==> config.mk <==
export PLATFORM = sky130hd
export DESIGN_NAME = btn_debounce_tick
export DESIGN_NICKNAME = d
export VERILOG_FILES = /design/src/rtl/game_pkg.sv /design/src/rtl/debounce_chan.sv /design/src/rtl/btn_debounce_tick.sv
export SDC_FILE = /design/constraint.sdc
export NUM_CORES = 1
export LEC_CHECK = 0
export CAP_MARGIN = 10
export CORE_AREA = 2 2 138 73
export CTS_CLUSTER_DIAMETER = 60
export CTS_CLUSTER_SIZE = 8
export DETAILED_ROUTE_END_ITERATION = 8
export DIE_AREA = 0 0 140 75
export PLACE_DENSITY = 0.54
export SYNTH_ARGS = -nofsm -noshare
export SYNTH_HDL_FRONTEND = slang
export SYNTH_SLANG_ARGS = --single-unit
==> constraint.sdc <==
create_clock -name CLKIN -period 1.71 [get_ports CLKIN]
set_input_delay 0.4275 -clock CLKIN [delete_from_list [all_inputs] [get_ports CLKIN]]
set_output_delay 0.4275 -clock CLKIN [all_outputs]
set_load 0.03 [all_outputs]
==> src/rtl/game_pkg.sv <==
// Shared definitions for the push-button front end: per-button FSM state
// encoding and the debounce counter width.
package game_pkg;

  localparam int DEB_CNT_W = 8;

  typedef enum logic [1:0] {
    ST_IDLE        = 2'd0,
    ST_ARM_PRESS   = 2'd1,
    ST_PRESSED     = 2'd2,
    ST_ARM_RELEASE = 2'd3
  } btn_state_e;

endpackage

==> src/rtl/debounce_chan.sv <==
// One button channel: 2-FF synchronizer, qualification FSM counting shared
// ticks, registered debounced level and one-cycle press/release strobes.
module debounce_chan
  import game_pkg::*;
#(
  parameter int DEB_TICKS = 4
) (
  input  logic clk_i,
  input  logic srst_i,
  input  logic tick_i,
  input  logic btn_i,
  output logic level_o,
  output logic press_o,
  output logic release_o
);

  localparam logic [DEB_CNT_W-1:0] DEB_LIM = DEB_CNT_W'(DEB_TICKS);

  logic                 sync1_q;
  logic                 sync2_q;
  btn_state_e           state_q;
  logic [DEB_CNT_W-1:0] cnt_q;
  logic [DEB_CNT_W-1:0] cnt_inc;
  logic                 level_q;
  logic                 press_q;
  logic                 release_q;

  assign cnt_inc = cnt_q + DEB_CNT_W'(1);

  always_ff @(posedge clk_i) begin
    if (srst_i) begin
      sync1_q   <= 1'b0;
      sync2_q   <= 1'b0;
      state_q   <= ST_IDLE;
      cnt_q     <= '0;
      level_q   <= 1'b0;
      press_q   <= 1'b0;
      release_q <= 1'b0;
    end else begin
      sync1_q   <= btn_i;
      sync2_q   <= sync1_q;
      press_q   <= 1'b0;
      release_q <= 1'b0;
      // An input reversal is tested before the tick so it always wins.
      case (state_q)
        ST_IDLE: begin
          if (sync2_q) begin
            state_q <= ST_ARM_PRESS;
            cnt_q   <= '0;
          end
        end
        ST_ARM_PRESS: begin
          if (!sync2_q) begin
            state_q <= ST_IDLE;
            cnt_q   <= '0;
          end else if (tick_i) begin
            if (cnt_inc == DEB_LIM) begin
              state_q <= ST_PRESSED;
              cnt_q   <= '0;
              level_q <= 1'b1;
              press_q <= 1'b1;
            end else begin
              cnt_q <= cnt_inc;
            end
          end
        end
        ST_PRESSED: begin
          if (!sync2_q) begin
            state_q <= ST_ARM_RELEASE;
            cnt_q   <= '0;
          end
        end
        ST_ARM_RELEASE: begin
          if (sync2_q) begin
            state_q <= ST_PRESSED;
            cnt_q   <= '0;
          end else if (tick_i) begin
            if (cnt_inc == DEB_LIM) begin
              state_q   <= ST_IDLE;
              cnt_q     <= '0;
              level_q   <= 1'b0;
              release_q <= 1'b1;
            end else begin
              cnt_q <= cnt_inc;
            end
          end
        end
        default: begin
          state_q <= ST_IDLE;
          cnt_q   <= '0;
        end
      endcase
    end
  end

  assign level_o   = level_q;
  assign press_o   = press_q;
  assign release_o = release_q;

endmodule

==> src/rtl/btn_debounce_tick.sv <==
// Button debouncer: turns the divided clock (sampled as data) into a one-cycle
// tick and runs N_BTN independent debounce channels off that shared tick.
module btn_debounce_tick
  import game_pkg::*;
#(
  parameter int N_BTN     = 4,
  parameter int DEB_TICKS = 4
) (
  input  logic             CLKIN,
  input  logic             SCLR,
  input  logic             TICK_SRC,
  input  logic [N_BTN-1:0] BTN_IN,
  output logic             TICK,
  output logic [N_BTN-1:0] BTN_LEVEL,
  output logic [N_BTN-1:0] BTN_PRESS,
  output logic [N_BTN-1:0] BTN_RELEASE
);

  logic       tsrc_sync1_q;
  logic       tsrc_sync2_q;
  logic       tsrc_prev_q;
  logic [1:0] tsrc_vld_q;
  logic       tsrc_armed_q;
  logic       tick_q;

  // tsrc_vld_q marks when sync2 holds a real sample; a genuine low must be
  // seen before any rise counts, so a source already high at reset is ignored.
  always_ff @(posedge CLKIN) begin
    if (SCLR) begin
      tsrc_sync1_q <= 1'b0;
      tsrc_sync2_q <= 1'b0;
      tsrc_prev_q  <= 1'b0;
      tsrc_vld_q   <= 2'b00;
      tsrc_armed_q <= 1'b0;
      tick_q       <= 1'b0;
    end else begin
      tsrc_sync1_q <= TICK_SRC;
      tsrc_sync2_q <= tsrc_sync1_q;
      tsrc_prev_q  <= tsrc_sync2_q;
      tsrc_vld_q   <= {tsrc_vld_q[0], 1'b1};
      tsrc_armed_q <= tsrc_armed_q | (tsrc_vld_q[1] & ~tsrc_sync2_q);
      tick_q       <= tsrc_sync2_q & ~tsrc_prev_q & tsrc_armed_q;
    end
  end

  assign TICK = tick_q;

  genvar gi;
  generate
    for (gi = 0; gi < N_BTN; gi++) begin : g_chan
      debounce_chan #(
        .DEB_TICKS(DEB_TICKS)
      ) u_chan (
        .clk_i    (CLKIN),
        .srst_i   (SCLR),
        .tick_i   (tick_q),
        .btn_i    (BTN_IN[gi]),
        .level_o  (BTN_LEVEL[gi]),
        .press_o  (BTN_PRESS[gi]),
        .release_o(BTN_RELEASE[gi])
      );
    end
  endgenerate

endmodule

==> flow_metrics.env, run 1 <==
export IMPL_outcome="finished, violations left"
export IMPL_violations="design-rule violations"
export IMPL_power_density_nw_per_um2=1020
export IMPL_via_per_inst=5.29
export IMPL_cp_slowest_stage_delay_ns=0.54
export IMPL_dr_pass1_iters=8
export IMPL_p_switching_uw=809
export IMPL_crit_required_ns=1.92
export IMPL_fill_cells=893
export IMPL_final_layout_size_suffix_gt1_frac=0.140
export IMPL_drt_iter0_markers=164
export IMPL_synth_top_area_cell="dfxtp_1"
export IMPL_hpwl_um=5030
export IMPL_grt_pass1_wl_um=12400
export IMPL_synth_top_cells_by_area="dfxtp_1 (43%), a21oi_1 (3.7%), nand2_1 (3.2%), nand4_1 (3.0%), buf_4 (2.9%)"
export IMPL_htree_levels=3
export IMPL_ios=20
export IMPL_synth_top_cells_by_count="dfxtp_1 (67), nand2_1 (27), a21oi_1 (23), nor2_1 (22), o21ai_0 (17)"
export IMPL_yosys_most_used_dff="dfxtp_1"
export IMPL_worstSetupPathDepth=4
export IMPL_startpoint="g_chan[2].u_chan.cnt_q[3]"
export IMPL_avgRoutedWirePerCell_um=14.3
export IMPL_cts_setup_buffers=0
export IMPL_comb_power_share=0.045
export IMPL_r2r_end="g_chan[2].u_chan.level_o"
export IMPL_setup_viol=0
export IMPL_netlist_area_um2=3150
export IMPL_p_clk_frac=0.544
export IMPL_ys_seq_elements=67
export IMPL_async_reset_ff_frac=0
export IMPL_cts_made_buffers=9
export IMPL_synthCells=360
export IMPL_post_synth_top_count_cell="dfxtp_1"
export IMPL_core_um2=9230
export IMPL_cap_violations=0
export IMPL_synthDistinctLibCells=52
export IMPL_reg2reg_depth=4
export IMPL_synth_enable_flop_cells=0
export IMPL_area_delta_synth_final_pct=22.4
export IMPL_start_kind="flop"
export IMPL_r2r_start="g_chan[2].u_chan.cnt_q[3]"
export IMPL_finClkSkew_ns=0.00533
export IMPL_die_x_um=140
export IMPL_fin_crit_sh=0.942
export IMPL_seqCellArea_um2=1340
export IMPL_cp_max_fo=6
export IMPL_ir_worst_vdd_v=0.000591
export IMPL_setup_tns_final_ns=0
export IMPL_slew_headroom=0.628
export IMPL_die_area_um2=10500
export IMPL_cts_sinks=67
export IMPL_slew_violations=0
export IMPL_finish_utilization=0.417
export IMPL_multi_input_area_um2=1630
export IMPL_antenna_found_initial=0
export IMPL_rsz0062_at_grt="false"
export IMPL_hp_class="flop to flop"
export IMPL_clk_pin_slew_ns=0.06
export IMPL_netSwitchingFraction=0.206
export IMPL_critPathTopFamily="simple AND/OR/NAND/NOR gates"
export IMPL_ant_nets=0
export IMPL_finalHoldViolCount=0
export IMPL_grt_pass1_vias=2389
export IMPL_arrival_ns=1.82
export IMPL_worst_path_max_delay_cell="or4b_4"
export IMPL_cts_root_buffer="clkbuf_16"
export IMPL_p_leak_uw=0.00142
export IMPL_synth_avg_cell_area_um2=8.74
export IMPL_start_util=0.341
export IMPL_netlist_area_leader_share=0.426
export IMPL_fmax_mhz=621
export IMPL_gp_congestion=0.864
export IMPL_cts_tree="built"
export IMPL_synth_warnings=0
export IMPL_cts_path_max_buffers=2
export IMPL_crit_path_end_kind="flop"
export IMPL_fp_dieH_um=75
export IMPL_num_vias=2688
export IMPL_holdPathEnd="TICK"
export IMPL_crit_buf_inv=0
export IMPL_wl_um=7260
export IMPL_io_buffers=19
export IMPL_grt_usage=0.152
export IMPL_hold_path_cell_count=1
export IMPL_overflow=0
export IMPL_p_int_uw=3120
export IMPL_tightest_slew_ns=0.554
export IMPL_grt_start_max_net_pins=30
export IMPL_pwr_share_seq=0.411
export IMPL_rows=25
export IMPL_clock_latency_ns=0.33
export IMPL_drc=1
export IMPL_min_period_ns=1.61
export IMPL_criticalPathCategory="flop to flop"
export IMPL_hold_path_startpoint="tsrc_prev_q"
export IMPL_r2r_slack_ns=0.1
export IMPL_fin_nets=393
export IMPL_crit_chain="nor4_4 -> or4b_4 -> o211ai_2 -> o311ai_1"
export IMPL_holdBufCountCts=0
export IMPL_synth_fp_nets=371
export IMPL_ys_seq_area_frac=0.426
export IMPL_antenna_cells=0
## through the flow
| step | hold WS [ns] | setup WS (ns) | area, um^2 | cells | total power, uW |
|---|---|---|---|---|---|
| floorplan | 0.376 | 0.0516 | 3150 | 360 | 1770 |
| CTS | 0.408 | 0.0437 | 3820 | 508 | 3970 |
| global placement | 0.387 | 0.139 | 3490 | 492 | 1830 |
| finish | 0.404 | 0.0988 | 3850 | 508 | 3930 |
| global route | 0.418 | 0.00771 | 3850 | 508 | 4060 |
| detailed placement | 0.400 | 0.0655 | 3490 | 492 | 1830 |
## what timing repair did
| item | in CTS | in global routing |
|---|---|---|
| setup endpoints to repair | 12 | 11 |
| gates resized for setup | 12 | 5 |
| pin swaps | 0 | 0 |
| hold endpoints to repair | 0 | 0 |
## state kept, by name, summed over array words and instances, names as in the netlist, named ones only
register and count:
tsrc_prev_q 1, g_chan.u_chan.state_q 4, tsrc_vld_q 2, g_chan.u_chan.sync2_q 4, g_chan.u_chan.level_o 4, g_chan.u_chan.release_o 4
g_chan.u_chan.sync1_q 4, tsrc_sync1_q 1, g_chan.u_chan.cnt_q 32, tsrc_armed_q 1, TICK 1, g_chan.u_chan.press_o 4
tsrc_sync2_q 1
## cell families (layout without fill, tap and decap cells)
logic type               after synthesis  in the layout  synth area share
AO/OA/AOI/OAI                         86             86             0.179
buffers and inverters                 40             67            0.0664
adder cells (fa/ha/maj)                4              4            0.0159
AND/OR/NAND/NOR                      145            145             0.260
XOR/XNOR                              14             14            0.0390
flip-flops                            67             67             0.426
multiplexers                           4              4            0.0131
## how the worst max path moves through the flow
stage                                    end  slack [ns]
floorplan           g_chan[2].u_chan.level_o        0.05
global placement    g_chan[2].u_chan.level_o        0.14
detailed placement  g_chan[3].u_chan.level_o        0.07
CTS                 g_chan[3].u_chan.level_o        0.04
global route        g_chan[2].u_chan.level_o       0.008
finish              g_chan[2].u_chan.level_o         0.1
## area by class of cell
cell class,instances,area share
clock buffers,11,0.0630
flip-flops and latches,67,0.348
clock inverters,5,0.0260
inverters,8,0.00780
well taps,121,0.0393
multi-input cells,253,0.422
repair buffers,43,0.0936
## power groups by stage
stage	clock network [uW]	logic, uW	registers [uW]
detailed placement	0	183	1650
CTS	2180	176	1610
floorplan	0	133	1640
global route	2250	193	1620
global placement	0	181	1650
finish	2140	176	1620
## worst register-to-register path, delay by kind of cell (launching register included)
| family | cells | cell delay, ns |
|---|---|---|
| and+or+nand+nor | 2 | 0.86 |
| DFF | 1 | 0.37 |
| AOI/OAI and AO/OA | 2 | 0.26 |
## cells in the final DEF (no fill, tap or decap), types with 4 or more instances in the layout
cell	Yosys	routed
xor2_1	4	4
nand2_1	27	27
o21ai_0	17	17
o31ai_1	4	4
nand4_1	15	15
nor2_1	22	22
inv_1	8	8
a21oi_1	23	23
clkbuf_16	0	9
a211oi_1	5	5
xnor2_1	10	9
nor3_1	16	16
and3_1	9	8
o211ai_1	5	5
a31oi_1	7	7
ha_1	4	4
nor2b_1	11	11
nor4b_1	7	6
buf_4	12	24
clkdlybuf4s50_1	0	5
dlygate4sd2_1	0	12
a311oi_1	7	7
dfxtp_1	67	67
nand3_1	14	14
## layer usage
| layer | track usage | wire (um) | share of wire |
|---|---|---|---|
| met5 | 0 | 0 | 0 |
| met4 | 0.0539 | 27 | 0.0037 |
| met3 | 0.0471 | 320 | 0.044 |
| met2 | 0.198 | 2740 | 0.38 |
| met1 | 0.231 | 4170 | 0.57 |
(Power assumes the default switching activity.)
==> run 2, diff against run 1 <==
--- a/config.mk
+++ b/config.mk
@@ -7,6 +7,7 @@
 export LEC_CHECK = 0
 export CAP_MARGIN = 10
 export CORE_AREA = 2 2 138 73
+export CTS_BUF_LIST = sky130_fd_sc_hd__clkbuf_16
 export CTS_CLUSTER_DIAMETER = 60
 export CTS_CLUSTER_SIZE = 8
 export DETAILED_ROUTE_END_ITERATION = 8
==> constraint.sdc (replaced) <==
create_clock -name CLKIN -period 1.71 [get_ports CLKIN]
set_input_delay 0.4275 -clock CLKIN [delete_from_list [all_inputs] [get_ports CLKIN]]
set_output_delay 0.4275 -clock CLKIN [all_outputs]
set_load 0.02 [all_outputs]
==> run 2 against run 1 <==
  * The flow still finishes with violations (design-rule violations)
  * Via count increased by 1.5%
  * Worst hold slack got worse by 0.015 ns
  * Clock skew about the same
  * Final cell count unchanged
  * Critical path type is now flop to output port
  * Critical endpoint is now BTN_PRESS[2]
  * Largest cell class unchanged
==> flow_metrics.env, run 2 (synthesis gave the netlist of run 1 again) <==
export IMPL_htree_levels=3
export IMPL_comb_power_share=0.048
export IMPL_clk_pin_slew_ns=0.05
export IMPL_criticalPathCategory="flop to output port"
export IMPL_setup_tns_final_ns=0
export IMPL_fin_nets=394
export IMPL_grt_start_max_net_pins=30
export IMPL_drt_iter0_markers=219
export IMPL_antenna_found_initial=0
export IMPL_holdBufCountCts=0
export IMPL_grt_usage=0.148
export IMPL_final_layout_size_suffix_gt1_frac=0.137
export IMPL_ant_nets=0
export IMPL_fin_crit_sh=0.975
export IMPL_antenna_cells=0
export IMPL_rsz0062_at_grt="false"
export IMPL_crit_chain="clkdlybuf4s50_1"
export IMPL_cts_made_buffers=9
export IMPL_num_vias=2729
export IMPL_cts_tree="built"
export IMPL_via_per_inst=5.37
export IMPL_gp_congestion=0.867
export IMPL_start_kind="flop"
export IMPL_pwr_share_seq=0.459
export IMPL_fmax_mhz=600
export IMPL_wl_um=7110
export IMPL_finalNonFillerCells=508
export IMPL_place_inst=493
export IMPL_drc=1
export IMPL_layout_common_cells="dfxtp_1 (66), nand2_1 (27), buf_4 (25), a21oi_1 (23), nor2_1 (22)"
export IMPL_dr_pass1_iters=7
export IMPL_power_total_uw=3520
export IMPL_worst_path_max_delay_cell="clkdlybuf4s50_1"
export IMPL_p_int_uw=2760
export IMPL_grt_pass1_wl_um=12100
export IMPL_core_um2=9230
export IMPL_worst_slack_ns=0.0421
export IMPL_finalHoldViolCount=0
export IMPL_cts_setup_buffers=0
export IMPL_cap_violations=0
export IMPL_crit_required_ns=1.28
export IMPL_regMostFlops="g_chan.u_chan.cnt_q"
export IMPL_netSwitchingFraction=0.217
export IMPL_p_switching_uw=766
export IMPL_violations="design-rule violations"
export IMPL_grt_pass1_vias=2382
export IMPL_pre_cts_ws_ns=0.0622
export IMPL_hpwl_um=5000
export IMPL_outcome="finished, violations left"
export IMPL_setup_viol=0
export IMPL_clock_latency_ns=0.33
export IMPL_critPathTopFamily="buffers and inverters"
export IMPL_area_delta_synth_final_pct=21.2
export IMPL_crit_buf_inv=1
export IMPL_slew_violations=0
export IMPL_hp_class="input port to flop"
export IMPL_arrival_ns=1.24
export IMPL_crit_path_end_kind="output port"
export IMPL_overflow=0
export IMPL_io_buffers=19
export IMPL_cts_root_buffer="clkbuf_16"
export IMPL_cts_path_max_buffers=2
export IMPL_placed_area_um2=3490
export IMPL_avgRoutedWirePerCell_um=14.0
export IMPL_slew_headroom=0.647
export IMPL_die_x_um=140
export IMPL_ios=20
export IMPL_min_period_ns=1.67
export IMPL_final_common_cell="dfxtp_1"
export IMPL_fill_cells=896
export IMPL_finClkSkew_ns=0.00544
export IMPL_p_leak_uw=0.00137
export IMPL_cp_max_fo=1
export IMPL_final_cell_area_um2=3810
export IMPL_p_clk_frac=0.493
export IMPL_largest_reg_flops=32
export IMPL_cp_slowest_stage_delay_ns=0.60
export IMPL_ir_worst_vdd_v=0.000507
export IMPL_tightest_slew_ns=0.526
export IMPL_fp_dieH_um=75
export IMPL_die_area_um2=10500
export IMPL_start_util=0.341
export IMPL_power_density_nw_per_um2=924
export IMPL_rows=25
export IMPL_cts_sinks=67
-- run 2: cell count changes in the layout (fill, tap and decap cells not counted), moves of 2 or more --
cell             delta
clkinv_2            -2
bufinv_16           -2
clkdlybuf4s50_1     +7
clkinv_1            +4
dlygate4sd2_1       -7
-- run 2: stage by stage --
step,hold slack [ns],utilization
after floorplan,0.376,-
after global placement,0.384,0.378
after detailed placement,0.388,0.378
after CTS,0.390,0.407
after global routing,0.409,0.413
final,0.389,0.413
-- run 2: routing by layer --
metal	global-route usage	part of all wire	vias up
met4	0.0539	0.012	0
met5	0	0	-
met2	0.192	0.37	79
met3	0.0496	0.056	8
met1	0.224	0.56	1269
li1	-	-	1373
-- run 2: worst reg2reg max path, stage by stage (launching register included) --
cell and delay, ns:
dfxtp_1 0.37, nor4_4 0.32, or4b_4 0.54, o211ai_2 0.15
o311ai_1 0.11
-- run 2: path summary, 6_finish.rpt --
check | startpoint | end | slack [ns] | depth (start not counted)
setup reg to reg | g_chan[2].u_chan.cnt_q[3] | g_chan[2].u_chan.level_o | 0.10 | 4
setup / recovery | g_chan[2].u_chan.press_o | BTN_PRESS[2] | 0.04 | 1
hold reg to reg | tsrc_prev_q | TICK | 0.39 | 1
hold / removal | SCLR | g_chan[0].u_chan.cnt_q[4] | 0.39 | 2
-- run 2: cell type report --
class / count / area [um^2] / share of cell area
clock buffer: 9 / 225 / 0.0591
tap: 121 / 151 / 0.0397
clock inverter: 6 / 48.8 / 0.0128
multi-input combinational: 253 / 1650 / 0.432
timing repair buffer: 44 / 369 / 0.0968
sequential: 67 / 1340 / 0.352
inverter: 8 / 30.0 / 0.00788
-- run 2: repair_timing --
action,CTS,global route
endpoints found under the hold margin,0,0
endpoints found under the setup margin,5,10
resized for setup,5,10
pin swaps,0,0
-- run 2: power by group through the flow --
stage	logic (uW)	registers [uW]	clock network [uW]
floorplan	124	1640	0
global placement	175	1650	0
detailed placement	174	1650	0
CTS	167	1620	1780
global route	186	1620	1870
finish	168	1620	1740
